### src/rtl/alarm_ring_if.sv
// Alarm ring controller signal bundle: control inputs and status outputs.
interface alarm_ring_if;
    logic       tick_1hz;
    logic       match;
    logic       enable;
    logic       snooze_btn;
    logic       stop_btn;
    logic       ringing;
    logic       buzzer;
    logic       snoozing;
    logic [2:0] snooze_cnt;
    logic       done;

    modport master (
        output tick_1hz, match, enable, snooze_btn, stop_btn,
        input  ringing, buzzer, snoozing, snooze_cnt, done
    );

    modport slave (
        input  tick_1hz, match, enable, snooze_btn, stop_btn,
        output ringing, buzzer, snoozing, snooze_cnt, done
    );
endinterface

### src/rtl/alarm_ring_ctrl.sv
// Alarm ring/snooze sequencer with a seconds down-counter.
// All outputs come straight from flops loaded with next-state values.
module alarm_ring_ctrl #(
    parameter int RING_SEC   = 60,
    parameter int SNOOZE_SEC = 300,
    parameter int MAX_SNOOZE = 3
) (
    input  logic          clk,
    input  logic          rst_n,
    alarm_ring_if.slave   bus
);
    localparam logic [1:0] S_IDLE   = 2'd0;
    localparam logic [1:0] S_RING   = 2'd1;
    localparam logic [1:0] S_SNOOZE = 2'd2;
    localparam logic [1:0] S_DONE   = 2'd3;

    localparam logic [8:0] LP_RING   = 9'(RING_SEC);
    localparam logic [8:0] LP_SNOOZE = 9'(SNOOZE_SEC);
    localparam logic [2:0] LP_MAX    = 3'(MAX_SNOOZE);

    logic [1:0] r_state;
    logic [8:0] r_timer;
    logic       r_beat;
    logic       r_match_d;
    logic [2:0] r_cnt;
    logic       r_ringing;
    logic       r_buzzer;
    logic       r_snoozing;
    logic       r_done;

    logic [1:0] w_state_nxt;
    logic [8:0] w_timer_nxt;
    logic [8:0] w_timer_dec;
    logic       w_beat_nxt;
    logic [2:0] w_cnt_nxt;
    logic       w_trig;
    logic       w_expire;
    logic       w_snz_ok;

    assign w_trig      = bus.match & ~r_match_d & bus.enable;
    assign w_expire    = bus.tick_1hz & (r_timer == 9'd1);
    assign w_snz_ok    = bus.snooze_btn & (r_cnt < LP_MAX);
    assign w_timer_dec = (r_timer != 9'd0) ? r_timer - 9'd1 : 9'd0;

    always_comb begin
        w_state_nxt = r_state;
        w_timer_nxt = r_timer;
        w_beat_nxt  = r_beat;
        w_cnt_nxt   = r_cnt;
        case (r_state)
            S_IDLE: begin
                if (w_trig) begin
                    w_state_nxt = S_RING;
                    w_timer_nxt = LP_RING;
                    w_beat_nxt  = 1'b1;
                end
            end
            S_RING: begin
                if (!bus.enable) begin
                    w_state_nxt = S_IDLE;
                    w_timer_nxt = 9'd0;
                    w_beat_nxt  = 1'b0;
                    w_cnt_nxt   = 3'd0;
                end else if (bus.stop_btn || w_expire) begin
                    w_state_nxt = S_DONE;
                    w_timer_nxt = 9'd0;
                    w_beat_nxt  = 1'b0;
                    w_cnt_nxt   = 3'd0;
                end else if (w_snz_ok) begin
                    w_state_nxt = S_SNOOZE;
                    w_timer_nxt = LP_SNOOZE;
                    w_cnt_nxt   = r_cnt + 3'd1;
                end else if (bus.tick_1hz) begin
                    w_timer_nxt = w_timer_dec;
                    w_beat_nxt  = ~r_beat;
                end
            end
            S_SNOOZE: begin
                if (!bus.enable) begin
                    w_state_nxt = S_IDLE;
                    w_timer_nxt = 9'd0;
                    w_beat_nxt  = 1'b0;
                    w_cnt_nxt   = 3'd0;
                end else if (bus.stop_btn) begin
                    w_state_nxt = S_DONE;
                    w_timer_nxt = 9'd0;
                    w_beat_nxt  = 1'b0;
                    w_cnt_nxt   = 3'd0;
                end else if (w_expire) begin
                    w_state_nxt = S_RING;
                    w_timer_nxt = LP_RING;
                    w_beat_nxt  = 1'b1;
                end else if (bus.tick_1hz) begin
                    w_timer_nxt = w_timer_dec;
                end
            end
            default: begin
                w_state_nxt = S_IDLE;
                w_timer_nxt = 9'd0;
                w_beat_nxt  = 1'b0;
                w_cnt_nxt   = 3'd0;
            end
        endcase
    end

    always_ff @(posedge clk or negedge rst_n) begin
        if (!rst_n) begin
            r_state    <= S_IDLE;
            r_timer    <= 9'd0;
            r_beat     <= 1'b0;
            r_match_d  <= 1'b0;
            r_cnt      <= 3'd0;
            r_ringing  <= 1'b0;
            r_buzzer   <= 1'b0;
            r_snoozing <= 1'b0;
            r_done     <= 1'b0;
        end else begin
            r_state    <= w_state_nxt;
            r_timer    <= w_timer_nxt;
            r_beat     <= w_beat_nxt;
            r_match_d  <= bus.match;
            r_cnt      <= w_cnt_nxt;
            r_ringing  <= (w_state_nxt == S_RING);
            r_buzzer   <= (w_state_nxt == S_RING) & w_beat_nxt;
            r_snoozing <= (w_state_nxt == S_SNOOZE);
            r_done     <= (w_state_nxt == S_DONE);
        end
    end

    assign bus.ringing    = r_ringing;
    assign bus.buzzer     = r_buzzer;
    assign bus.snoozing   = r_snoozing;
    assign bus.snooze_cnt = r_cnt;
    assign bus.done       = r_done;
endmodule
### src/flat_wrapper.sv
// flat-port wrapper written by rule: the top's interface ports become plain ports
module alarm_ring_ctrl_flat 
#(
    parameter int RING_SEC   = 60,
    parameter int SNOOZE_SEC = 300,
    parameter int MAX_SNOOZE = 3
)
  (clk, rst_n, bus_tick_1hz, bus_match, bus_enable, bus_snooze_btn, bus_stop_btn, bus_ringing, bus_buzzer, bus_snoozing, bus_snooze_cnt, bus_done);
  alarm_ring_if bus_i ();
  input  logic clk;
  input  logic rst_n;
  input wire logic [$bits(bus_i.tick_1hz)-1:0] bus_tick_1hz;
  input wire logic [$bits(bus_i.match)-1:0] bus_match;
  input wire logic [$bits(bus_i.enable)-1:0] bus_enable;
  input wire logic [$bits(bus_i.snooze_btn)-1:0] bus_snooze_btn;
  input wire logic [$bits(bus_i.stop_btn)-1:0] bus_stop_btn;
  output wire logic [$bits(bus_i.ringing)-1:0] bus_ringing;
  output wire logic [$bits(bus_i.buzzer)-1:0] bus_buzzer;
  output wire logic [$bits(bus_i.snoozing)-1:0] bus_snoozing;
  output wire logic [$bits(bus_i.snooze_cnt)-1:0] bus_snooze_cnt;
  output wire logic [$bits(bus_i.done)-1:0] bus_done;
  assign bus_i.tick_1hz = bus_tick_1hz;
  assign bus_i.match = bus_match;
  assign bus_i.enable = bus_enable;
  assign bus_i.snooze_btn = bus_snooze_btn;
  assign bus_i.stop_btn = bus_stop_btn;
  assign bus_ringing = bus_i.ringing;
  assign bus_buzzer = bus_i.buzzer;
  assign bus_snoozing = bus_i.snoozing;
  assign bus_snooze_cnt = bus_i.snooze_cnt;
  assign bus_done = bus_i.done;
  alarm_ring_ctrl #(.RING_SEC(RING_SEC), .SNOOZE_SEC(SNOOZE_SEC), .MAX_SNOOZE(MAX_SNOOZE)) u_core (.clk(clk), .rst_n(rst_n), .bus(bus_i));
endmodule
### config.mk
export PLATFORM = sky130hd
export DESIGN_NAME = alarm_ring_ctrl_flat
export DESIGN_NICKNAME = d
export VERILOG_FILES = /design/src/rtl/alarm_ring_if.sv /design/src/rtl/alarm_ring_ctrl.sv /design/src/flat_wrapper.sv
export SDC_FILE = /design/constraint.sdc
export NUM_CORES = 1
export LEC_CHECK = 0
export CAP_MARGIN = 10
export CORE_AREA = 2 2 61 63
export DETAILED_ROUTE_END_ITERATION = 8
export DIE_AREA = 0 0 63 65
export GPL_TIMING_DRIVEN = 0
export PLACE_DENSITY = 0.55
export SLEW_MARGIN = 15
export SYNTH_ARGS = -nofsm -noshare
export SYNTH_HDL_FRONTEND = slang
export SYNTH_SLANG_ARGS = --single-unit
### constraint.sdc
create_clock -name clk -period 3.2 [get_ports clk]
set_input_delay 0.96 -clock clk [delete_from_list [all_inputs] [get_ports clk]]
set_output_delay 0.96 -clock clk [all_outputs]
set_load 0.005 [all_outputs]
==> results of run 1 <==
path summary, 6_finish.rpt:
| check | startpoint | endpoint | cells after the start |
|---|---|---|---|
| max | bus_tick_1hz | u_core.bus.buzzer$_DFF_PN0_ | 6 |
| min | u_core.bus.snooze_cnt[2]$_DFFE_PN0P_ | u_core.bus.snooze_cnt[2]$_DFFE_PN0P_ | 2 |
| max reg2reg | u_core.r_state[1]$_DFF_PN0_ | u_core.r_timer[7]$_DFFE_PN0P_ | 5 |
| min reg2reg | u_core.bus.snooze_cnt[2]$_DFFE_PN0P_ | u_core.bus.snooze_cnt[2]$_DFFE_PN0P_ | 2 |
| max in group asynchronous | rst_n | u_core.r_timer[6]$_DFFE_PN0P_ | 1 |
| min in group asynchronous | rst_n | u_core.r_match_d$_DFF_PN0_ | 1 |
layout by cell type (no fill, tap or decap), types with 2 or more instances in the layout:
cell type	count
o21ai_0	12
nor4b_1	2
a31oi_1	5
and3b_2	2
o21bai_1	2
nand2_1	14
a21oi_1	13
clkdlybuf4s50_1	12
dfrtp_1	20
nand3_1	3
clkbuf_4	3
nor2_1	14
nand2b_1	2
xnor2_1	4
inv_1	9
nor4_2	2
nor3_1	3
ha_1	8
nand3b_1	2
flip-flops by register name, indices dropped and copies added (netlist names):
name	cells
u_core.r_state	2
u_core.r_match_d	1
u_core.r_timer	9
u_core.bus.snooze_cnt	3
u_core.bus.ringing	1
u_core.r_beat	1
u_core.bus.done	1
u_core.bus.buzzer	1
u_core.bus.snoozing	1
report_power, final:
part	internal [uW]	total, uW	leakage (uW)	switching [uW]
Combinational	231	532	0.000357	301
Clock	127	214	0.0000279	86.8
Sequential	325	403	0.000264	77.6
cells by family after synthesis:
family / count (synthesis)
flip-flops: 20
multiplexers: 2
XOR/XNOR: 4
AND/OR/NAND/NOR: 55
adder cells (fa/ha/maj): 8
AO/OA/AOI/OAI: 43
buffers and inverters: 12
through the flow:
step | instance area [um2] | utilization, %
after floorplan | 1320 | -
after global placement | 1500 | 42.8
after detailed placement | 1500 | 42.8
after CTS | 1550 | 44.3
after global routing | 1550 | 44.3
final | 1550 | 44.3
worst max-delay path, stage by stage:
cell and delay, ns:
clkdlybuf4s50_1 0.61, nor4b_2 0.41, and3_2 0.34, o21bai_1 0.09, a32o_2 0.31, nor3b_1 0.15
metal layers:
metal | track usage [%] | up-vias | share of wire [%]
met3 | 2.60 | 5 | 3.4
met2 | 26.3 | 18 | 47
li1 | - | 551 | -
met4 | 5.83 | 0 | 1.5
met5 | 0 | - | 0
met1 | 22.1 | 552 | 48
final cells by class:
class | instances | share of cell area [%]
Inverter | 9 | 2.18
Sequential cell | 20 | 32.3
Timing Repair Buffer | 12 | 7.76
Clock buffer | 3 | 1.46
Tap cell | 48 | 3.88
Buffer | 3 | 1.29
Clock inverter | 1 | 1.94
Multi-Input combinational cell | 112 | 49.2
==> results.tsv, run 1 <==
metric	value	unit
TritonRoute pass-1 iters	4	
Async SR Flop Fraction	100	%
syn_nets	159	
Slew @ Worst Pin	0.950	ns
count of non-filler cells in the finished layout	208	
worst rel slew slack	36.5	%
Netlist Area Pre-Place	0.00132	mm2
Seq/Total Area, Yosys	38.1	%
Synth Instances	144	
Tmin final	2.65	ns
power density cells	742	mW/mm2
Clock Root Buffer	clkbuf_4	
CTS tree	built	
top-count cell post-synth	dfrtp_1	
fill count	358	
Placer Congestion	0.795	
pre-CTS WS	0.213	ns
I/O Buffers	12	
Post-DRT Antenna Nets	0	
syn_area_per_cell	9.13	um2
status	complete, no violations	
LEAKAGE	0.000649	uW
Synth Area in Compound Gates	21.4	%
Seq cells post-synth	20	
mux cell area share after synthesis	1.62	%
clock sink count	20	
Setup Viol. Count Final	0	
largest family of logic cells by synthesized area	simple AND/OR/NAND/NOR gates	
die height	65	um
chip width	63	um
worst-path maximum fanout	7	
Total GRT Usage	16.3	%
worst setup margin	0.548	ns
post_cts resized	0	
Avg WL per Cell	14.0	um
Crit Path Category	input pin to register	
Initial Util	37.6	%
layout cell share with drive strength beyond 1	11.3	%
Final Cycle Share	82.9	%
simple-gate share of the synthesized area	24.5	%
most frequently used flop master after synthesis	dfrtp_1	
adder-cell area share of the yosys netlist	7.61	%
number of synthesized flops with an enable pin	0	
drt first-iter violations	54	
vias in the first global route	1138	
H-tree depth	1	
hold_ws	0.543	ns
HP Class	register to register	
total power draw	1150	uW
RSZ-0062 raised after global routing	no	
yosys warns	0	
antenna violations before repair	0	
via count	1126	
Yosys top cell area share	38.1	%
Synth Area in XOR/XNOR	2.66	%
critical path required time	3.42	ns
max_cap viols	0	
Multi-input gate area	761	um2
TNS Setup	0	ns
Post-synth top cells	dfrtp_1 (20), nand2_1 (14), nor2_1 (14)	
synth top area cells	dfrtp_1 (38%), ha_1 (7.6%), a21oi_1 (4.9%), o21ai_0 (4.6%), nand2_1 (4.0%)	
distinct cell type count after synthesis	44	
CTS max path bufs	2	
DIE AREA	0.00410	mm2
hold_buf cts	0	
dpl cells	204	
Sequential Area	500	um2
reg-to-reg slack, setup	1.18	ns
Final Slew Violations	0	
DP Wirelength	2260	um
Max Fclk	0.377	GHz
DRC	0	
worst path arrival time	2.87	ns
Layout area overhead	17.7	%
GRT overflow	0	
Worst Clk Skew	0.0183	ns
final hold violations	0	
# nets final	176	
global-route wire length before repair	5240	um
kind of end point of the critical path	register	
Worst VDD drop	290	uV
wirelength, routed	2920	um
clock-pin slew on the worst setup and hold paths	0.13	ns
vias per inst	5.41	
FP Rows	22	
startpoint types	input pin	
worst-skew pair later-pin latency	0.32	ns
Antenna diodes	0	
post-CTS setup buffers	0	
largest net degree at the start of global routing	21	
IO Count	14	
cts bufs inserted	3	
Synth area leader	dfrtp_1	
core area	0.00350	mm2
No activity file was read; power rests on OpenSTA's default activity.
==> run 2: changes to the inputs <==
--- a/config.mk
+++ b/config.mk
@@ -10,7 +10,7 @@
 export DETAILED_ROUTE_END_ITERATION = 8
 export DIE_AREA = 0 0 63 65
 export GPL_TIMING_DRIVEN = 0
-export PLACE_DENSITY = 0.55
+export PLACE_DENSITY = 0.57
 export SLEW_MARGIN = 15
 export SYNTH_ARGS = -nofsm -noshare
 export SYNTH_HDL_FRONTEND = slang
==> constraint.sdc (replaced) <==
create_clock -name clk -period 2.2 [get_ports clk]
set_input_delay 0.66 -clock clk [delete_from_list [all_inputs] [get_ports clk]]
set_output_delay 0.66 -clock clk [all_outputs]
set_load 0.005 [all_outputs]
==> run 2 against run 1 <==
- cell count increased by 0.48%
- hold slack got worse by 0.0054 ns
- critical endpoint is now u_core.r_timer[1]$_DFFE_PN0P_
- setup slack got worse by 0.38 ns
- design area is 0.40% higher
- total power up 36%
- non-clock buffer count up 2
- global-route usage down 0.14 points
- largest power group unchanged
- routed wire length up 0.55%
- sequential share of layout area decreased by 0.13 points
- critical path depth is 1 higher
==> results.tsv, run 2 (synthesis results as in run 1) <==
metric	value	unit	change
startpoint types	input pin		
delay-heaviest family, CP	simple AND/OR/NAND/NOR gates		
# nets final	178		+1.1%
Multi-input gate area	781	um2	+2.6%
worst stage delay on the critical path	0.36	ns	-0.25 ns
chip width	63	um	unchanged
Layout area overhead	18.2	%	
H-tree depth	1		unchanged
power density cells	1000	mW/mm2	+35%
Max Fclk	0.492	GHz	
worst flop-to-flop path endpoint	u_core.bus.buzzer$_DFF_PN0_		
Tmin final	2.03	ns	
hold endpoint	u_core.bus.snooze_cnt[2]$_DFFE_PN0P_		
Placer Congestion	0.816		+2.7%
IO Count	14		unchanged
P_int	887	uW	+30%
total power draw	1560	uW	+36%
Worst VDD drop	424	uV	+46%
worst path arrival time	2.22	ns	-0.65 ns
WHS Path Cells	2		unchanged
clock power share	11.2	%	-7.4 points
Logic pwr share	50.6	%	+4.3 points
Worst Reg-to-Reg Cells	7		+2
critical path required time	2.39	ns	-1.03 ns
DRC	0		unchanged
I/O Buffers	12		unchanged
RSZ-0062 raised after global routing	no		
most frequent cells in the layout	dfrtp_1 (20), nor2_1 (14), nand2_1 (14), a21oi_1 (13), o21ai_0 (12)		
GRT overflow	0		unchanged
Initial Util	37.6	%	unchanged
drt first-iter violations	24		-56%
FP Rows	22		unchanged
reg-to-reg slack, setup	0.21	ns	-0.97 ns
hold_buf cts	0		unchanged
via count	1099		-2.4%
Bufs and invs on worst path	2		+1
launch point of the worst reg-to-reg path	u_core.r_state[1]$_DFF_PN0_		
Setup Viol. Count Final	0		unchanged
TritonRoute pass-1 iters	4		unchanged
Slew @ Worst Pin	0.905	ns	-0.0446 ns
die height	65	um	unchanged
most common cell after layout, fill and taps aside	dfrtp_1		
sw power	672	uW	+44%
Slowest-stage cell, CP	nor4b_4		
LEAKAGE	0.000659	uW	+1.4%
crit-path cells	dlygate4sd2_1, nor4b_4, and3_2, a2111oi_4, buf_4, a21oi_1, o22ai_1		
status	complete, no violations		
DP Wirelength	2250	um	-0.41%
cts bufs inserted	3		unchanged
final hold violations	0		unchanged
Final Cycle Share	92.5	%	
DIE AREA	0.00410	mm2	unchanged
worst setup margin	0.166	ns	-0.382 ns
Post-DRT Antenna Nets	0		unchanged
Worst Clk Skew	0.00365	ns	-0.0147 ns
Total GRT Usage	16.2	%	-0.14 points
Antenna diodes	0		unchanged
vias in the first global route	1133		-0.44%
Sequential Area	500	um2	unchanged
antenna violations before repair	0		unchanged
worst-path maximum fanout	7		unchanged
Largest register FFs	9		unchanged
clock sink count	20		unchanged
pre-CTS WS	-0.471	ns	-0.684 ns
kind of end point of the critical path	register		
Clock Root Buffer	clkbuf_4		
max_cap viols	0		unchanged
beginning of the worst hold path	u_core.bus.snooze_cnt[2]$_DFFE_PN0P_		
fill count	359		+0.28%
largest register by flop count	u_core.r_timer		
CTS tree	built		
HP Class	register to register		
core area	0.00350	mm2	unchanged
Crit Path Category	input pin to register		
worst rel slew slack	39.5	%	+3.0 points
Sw Share	43.1	%	+2.6 points
largest net degree at the start of global routing	21		unchanged
worst-skew pair later-pin latency	0.30	ns	-0.02 ns
global-route wire length before repair	5310	um	+1.5%
CTS max path bufs	2		unchanged
Avg WL per Cell	14.0	um	about the same
Reg power frac	38.2	%	+3.1 points
wirelength, routed	2930	um	+0.55%
layout cell share with drive strength beyond 1	13.0	%	+1.8 points
clock-pin slew on the worst setup and hold paths	0.11	ns	-0.02 ns
Final Slew Violations	0		unchanged
vias per inst	5.26		-2.9%
## run 2: cell count changes in the layout (fill, tap and decap cells not counted)
cell | before | now
a31oi_1 | 5 | 4
a31oi_2 | 0 | 1
and3_1 | 1 | 0
and3_4 | 0 | 1
buf_4 | 0 | 2
bufinv_16 | 1 | 0
clkdlybuf4s50_1 | 12 | 10
dlygate4sd2_1 | 0 | 1
dlymetal6s2s_1 | 0 | 1
nor4b_2 | 1 | 0
nor4b_4 | 0 | 1
## run 2: repair_timing
item | CTS | global route
setup endpoints to repair | 13 | 3
resized for setup | 5 | 1
pin swaps | 1 | 3
buffers inserted | 0 | 2
## run 2: worst register-to-register path, stage by stage (launching register included)
cell	delay, ns
dfrtp_1	0.45
inv_1	0.11
ha_1	0.16
clkbuf_1	0.33
a32oi_1	0.19
o21bai_1	0.18
a32o_2	0.31
nor3b_1	0.14
## run 2: per-stage QoR
step	TNS [ns]	utilization, %	cell area (um2)	hold WS, ns	std cells
finish	0	44.5	1550	0.538	209
global route	0	44.5	1550	0.547	209
CTS	0	44.0	1540	0.542	207
detailed placement	-6.52	42.8	1500	0.514	204
global placement	-6.12	42.8	1500	0.509	204
floorplan	0	-	1320	0.364	144
## run 2: area by class of cell
cell class | instances | area share [%]
sequential | 20 | 32.2
inverter | 9 | 2.17
buffer | 3 | 1.29
tap | 48 | 3.86
timing repair buffer | 14 | 8.78
multi-input combinational | 112 | 50.2
clock buffer | 3 | 1.45
## run 2: worst max path at each step
stage	from	end	slack [ns]	cells after the start
after floorplan	bus_enable	u_core.r_timer[7]$_DFFE_PN0P_	0.25	6
after global placement	bus_tick_1hz	u_core.bus.buzzer$_DFF_PN0_	-0.46	6
after detailed placement	bus_tick_1hz	u_core.bus.buzzer$_DFF_PN0_	-0.47	6
after CTS	bus_match	u_core.r_timer[7]$_DFFE_PN0P_	0.06	6
after global routing	u_core.r_state[0]$_DFF_PN0_	u_core.bus.snoozing$_DFF_PN0_	0.007	7
final	bus_tick_1hz	u_core.r_timer[1]$_DFFE_PN0P_	0.17	7
## run 2: power groups by stage
stage                     combinational, uW  clock, uW  sequential (uW)
after detailed placement                770          0              592
after global routing                    905        203              614
after global placement                  750          0              591
final                                   789        175              596
after CTS                               784        188              593
after floorplan                         575          0              569
## run 2: per-layer routing
metal | part of all wire (%) | global-route usage, %
met3 | 3.9 | 3.82
met4 | 0.61 | 3.33
met5 | 0 | 0
met1 | 48 | 21.9
met2 | 47 | 26.3
